File: config.mk
export PLATFORM = sky130hd
export DESIGN_NAME = bsg_mem_1rw_sync_mask_write_byte_adapter
export DESIGN_NICKNAME = d
export VERILOG_FILES = /design/src/rtl/bsg_mem_1rw_sync_mask_write_byte_adapter.sv
export SDC_FILE = /design/constraint.sdc
export NUM_CORES = 1
export LEC_CHECK = 0
export BUFFER_PORTS_ARGS = -buffer_cell sky130_fd_sc_hd__buf_2
export CAP_MARGIN = 40
export CORE_ASPECT_RATIO = 1.5
export CORE_MARGIN = 5
export CORE_UTILIZATION = 55
export DETAILED_ROUTE_END_ITERATION = 16
export PLACE_DENSITY = 0.91
export RECOVER_POWER = 25
export SETUP_SLACK_MARGIN = 0.2
export SLEW_MARGIN = 20
export SYNTH_ARGS = -nofsm -noshare
export SYNTH_HDL_FRONTEND = slang
export SYNTH_SLANG_ARGS = --single-unit
export TNS_END_PERCENT = 30
File: constraint.sdc
create_clock -name clk_i -period 12.2 [get_ports clk_i]
set_input_delay 3.05 -clock clk_i [delete_from_list [all_inputs] [get_ports clk_i]]
set_output_delay 3.05 -clock clk_i [all_outputs]
set_load 0.005 [all_outputs]
File: src/rtl/bsg_mem_1rw_sync_mask_write_byte_adapter.sv
// bsg_mem_1rw_sync_mask_write_byte_adapter: byte-addressed load/store front-end for a 1rw sync byte-masked memory
module bsg_mem_1rw_sync_mask_write_byte_adapter #(
  parameter int els_p = 16,
  parameter int data_width_p = 64,
  localparam int lanes_lp = data_width_p / 8,
  localparam int addr_width_lp = (els_p <= 1) ? 1 : $clog2(els_p),
  localparam int offset_width_lp = (lanes_lp <= 1) ? 1 : $clog2(lanes_lp),
  localparam int size_width_lp = (offset_width_lp + 1 <= 1) ? 1 : $clog2(offset_width_lp + 1)
) (
  input  logic                                     clk_i,
  input  logic                                     reset_i,
  input  logic                                     v_i,
  output logic                                     ready_o,
  input  logic                                     w_i,
  input  logic [addr_width_lp+offset_width_lp-1:0] addr_i,
  input  logic [size_width_lp-1:0]                 size_i,
  input  logic                                     signed_i,
  input  logic [data_width_p-1:0]                  data_i,
  output logic                                     mem_v_o,
  output logic                                     mem_w_o,
  output logic [addr_width_lp-1:0]                 mem_addr_o,
  output logic [data_width_p-1:0]                  mem_data_o,
  output logic [lanes_lp-1:0]                      mem_mask_o,
  input  logic [data_width_p-1:0]                  mem_data_i,
  output logic                                     v_o,
  output logic [data_width_p-1:0]                  data_o,
  input  logic                                     yumi_i
);
  logic [offset_width_lp-1:0] align_m, off, off_r;
  logic [size_width_lp-1:0] size_r;
  logic [offset_width_lp:0] nb;
  logic [lanes_lp-1:0] len_m;
  logic [data_width_p-1:0] shifted, res, entry0, entry1;
  logic [1:0] count;
  logic signed_r, inflight, sgn, accept;
  assign ready_o = ~reset_i & (((count + 2'(inflight)) < 2'd2) | yumi_i);
  assign accept = v_i & ready_o;
  assign mem_v_o = accept;
  assign mem_w_o = w_i;
  assign mem_addr_o = addr_i[addr_width_lp+offset_width_lp-1:offset_width_lp];
  assign v_o = count != 2'd0;
  assign data_o = entry0;
  // store side: aligned offset, byte mask and data replicated at the access size
  always_comb begin
    align_m = offset_width_lp'((1 << size_i) - 1);
    off = addr_i[offset_width_lp-1:0] & ~align_m;
    len_m = ~({lanes_lp{1'b1}} << (1 << size_i));
    mem_mask_o = len_m << off;
    mem_data_o = '0;
    for (int i = 0; i < lanes_lp; i++)
      mem_data_o[8*i+:8] = data_i[8*(i & ((1 << size_i) - 1))+:8];
  end
  // load side: shift the addressed bytes down and extend above the access size
  always_comb begin
    shifted = mem_data_i >> {off_r, 3'b000};
    nb = (offset_width_lp + 1)'(1) << size_r;
    sgn = signed_r & shifted[8*int'(nb)-1];
    res = '0;
    for (int i = 0; i < lanes_lp; i++)
      res[8*i+:8] = (i < int'(nb)) ? shifted[8*i+:8] : {8{sgn}};
  end
  // load tracking and the 2-entry in-order response buffer (entry0 is the head)
  always_ff @(posedge clk_i) begin
    if (reset_i) begin
      inflight <= 1'b0;
      count <= 2'd0;
    end else begin
      inflight <= accept & ~w_i;
      count <= count + 2'(inflight) - 2'(yumi_i);
      if (yumi_i) begin
        entry0 <= (count == 2'd2) ? entry1 : res;
        entry1 <= res;
      end else if (inflight) begin
        if (count == 2'd0) entry0 <= res;
        else entry1 <= res;
      end
    end
    if (accept & ~w_i) begin
      off_r <= off;
      size_r <= size_i;
      signed_r <= signed_i;
    end
  end
  // simulation-only checks on illegal use
  always @(posedge clk_i) begin
    assert (data_width_p % 8 == 0);
    if (!reset_i) begin
      if (accept) assert (32'(size_i) <= offset_width_lp);
      if (accept) assert ((addr_i[offset_width_lp-1:0] & align_m) == '0);
      if (yumi_i) assert (v_o);
    end
  end
endmodule

==> impl_metrics.tcl <==
set metrics [dict create \
    io_pins 287 \
    maxCapViolCount 2 \
    power_density_nw_per_um2 128 \
    yosys_register_bits 137 \
    final_cell_mix "buf_2, edfxtp_1, nor2_1" \
    synth-seq-area-share_pct 48.2 \
    ys_warn_count 0 \
    grt_pass1_wl_um 40800 \
    firstDrtPassIters 5 \
    rsz0062_at_grt "false" \
    cts_root_buffer "clkbuf_16" \
    dpl_cell_area_um2 9890 \
    synthArstFlopShare_pct 0 \
    initial_core_util_pct 55.9 \
    critPathRequiredTime_ns 9.15 \
    final_util_pct 69.2 \
    synth_area_per_cell_um2 11.2 \
    drt_iter0_markers 809 \
    hp-class "reg2reg" \
    p_switching_uw 361 \
    cp.arrival_ns 5.61 \
    synth_area_leaders "edfxtp_1, mux2_2, nor2_1" \
    violations "capacitance limit, slew limit" \
    p_sw_share_pct 26.9 \
    cts_made_buffers 17 \
    maxSlewViolCount 126 \
    cts_tree "built" \
    grt_overflow_total 0 \
    status "complete, but fails checks" \
    finalPower_uw 1340 \
    tightest_slew_ns 3.57 \
    drc 0 \
    p_leak_uw 0.00452 \
    max_freq_mhz 115 \
    fillCellCount 1072 \
    gp_congestion 0.892 \
    synth_edf_count 134 \
    synthToLayoutAreaGrowth_pct 23.7 \
    drive_above_1_share_pct 44.9 \
    grt_max_degree 65 \
    post_cts_buffers 0 \
    path_clk_slew_ns 0.06 \
    seq_area_um2 4080 \
    drt_wl_total_um 27100 \
    synthCells 757 \
    netlist_area_um2 8470 \
    power_frac_seq_pct 42.7 \
    p_int_uw 981 \
    setup.worst_path.end_class "primary output" \
    die_width_um 111 \
    synth_cell_type_count 52 \
    dieArea_um2 18000 \
    core_um2 15100 \
    crit_type "in2out" \
    rows 55 \
    synthesis.nets 904 \
    finalCritPeriodShare_pct 71.0 \
    vias_per_cell 6.02 \
    startpoint_type "primary input" \
    synth_top_area_share_pct 47.5 \
    ir_worst_vdd_v 0.0000896 \
    fin_tns_setup_ns 0 \
    grt_pass1_vias 7254 \
    final_nets 1147 \
    clock_path_buffers 2 \
    synthFlopType "edfxtp_1" \
    h-tree-depth 4 \
    mostFrequentLayoutCell "buf_2" \
    clockPowerShare_pct 37.5 \
    comb_power_share_pct 19.7 \
    die_y_um 162 \
    crit_path_max_fanout 28 \
    clock-skew-final_ns 0.00651 \
    slew_headroom_pct -138 \
    finalSetupViolCount 0 \
    post-dp-hpwl_um 20000 \
    fin_area_um2 10500 \
    clkSinkCount 137 \
    cts_hold_buf 0 \
    fin_crit_ns 8.66 \
    ant_nets 0 \
    route.detailed.wl_per_inst_um 22.3 \
    synth_top_cell_by_area "edfxtp_1" \
    clk_latency_ns 0.42 \
    vias 7324 \
    finalHoldViolations 0 \
    port_buffers 278 \
    antenna_found_initial 4 \
    cts_resized 0 \
    gr-usage-all-layers_pct 29.7 \
    multi_input_area_um2 3990 \
]
logic make-up (layout without fill, tap and decap cells):
family	after synthesis	after routing	share of synthesized area (%)
DFF	137	137	48.2
xor gates and xnor gates	2	2	0.207
AOI/OAI and AO/OA	121	121	10.4
adders and majority gates	4	4	0.591
buffers and inverters	77	333	4.85
and+or+nand+nor	268	268	13.1
other	0	4	0
muxes	148	148	22.6
metrics by stage:
step	hold WS, ns	std cells	setup WS (ns)
finish	0.546	1216	3.54
CTS	0.547	1209	3.96
global route	0.553	1214	3.29
floorplan	0.525	757	4.56
global placement	0.529	1172	3.99
detailed placement	0.536	1177	3.96
sequential cells by signal, summed over array words and instances, names as in the netlist:
signal    flops
data_o       64
inflight      1
off_r         3
entry1       64
size_r        2
signed_r      1
count         2
power groups by stage:
stage | clock (µW) | combinational [µW] | sequential [µW]
final | 504 | 265 | 573
after global routing | 530 | 285 | 576
after CTS | 504 | 263 | 572
after detailed placement | 0 | 259 | 581
after global placement | 0 | 251 | 580
after floorplan | 0 | 152 | 582
area by class of cell:
cell class | instances | area share, %
Antenna cell | 4 | 0.0956
Clock buffer | 17 | 4.06
Clock inverter | 15 | 1.45
Inverter | 6 | 0.215
Multi-Input combinational cell | 543 | 38.1
Sequential cell | 137 | 39.0
Tap cell | 199 | 2.38
Timing Repair Buffer | 295 | 14.7
Yosys cell counts (4+ instances only):
| cell | instances |
|---|---|
| a21oi_2 | 13 |
| buf_6 | 4 |
| nor3_1 | 5 |
| buf_1 | 6 |
| nor2_1 | 123 |
| buf_4 | 20 |
| edfxtp_1 | 134 |
| nand2_1 | 104 |
| ha_1 | 4 |
| o21ai_2 | 13 |
| o22ai_1 | 8 |
| a221oi_1 | 4 |
| nand2b_1 | 11 |
| buf_2 | 13 |
| and2_1 | 4 |
| mux2_4 | 11 |
| a21oi_1 | 21 |
| mux4_2 | 19 |
| inv_1 | 5 |
| a2bb2oi_1 | 10 |
| clkbuf_1 | 28 |
| mux2i_1 | 34 |
| nor2b_1 | 8 |
| a31oi_1 | 33 |
| mux2_2 | 79 |
worst paths after layout:
path	startpoint	endpoint	slack, ns	cells after the start
setup reg to reg	count[1]	entry1[21]	8.24	6
setup / recovery	size_i[1]	mem_data_o[56]	3.54	7
hold reg to reg	entry1[24]	data_o[24]	0.55	1
hold / removal	entry1[24]	data_o[24]	0.55	1
critical path: stages:
cell	delay, ns
clkbuf_1	0.94
nor2_1	0.31
buf_4	0.27
mux2_2	0.29
mux2_2	0.27
mux2_2	0.33
buf_2	0.15
routing by layer:
metal	routed length, µm	GRT usage, %	share of wire [%]
met1	9080	33.3	33
met2	13900	52.3	51
met3	2710	6.90	10
met4	1430	15.5	5.3
met5	0	0	0
(Power assumes the default switching activity.)
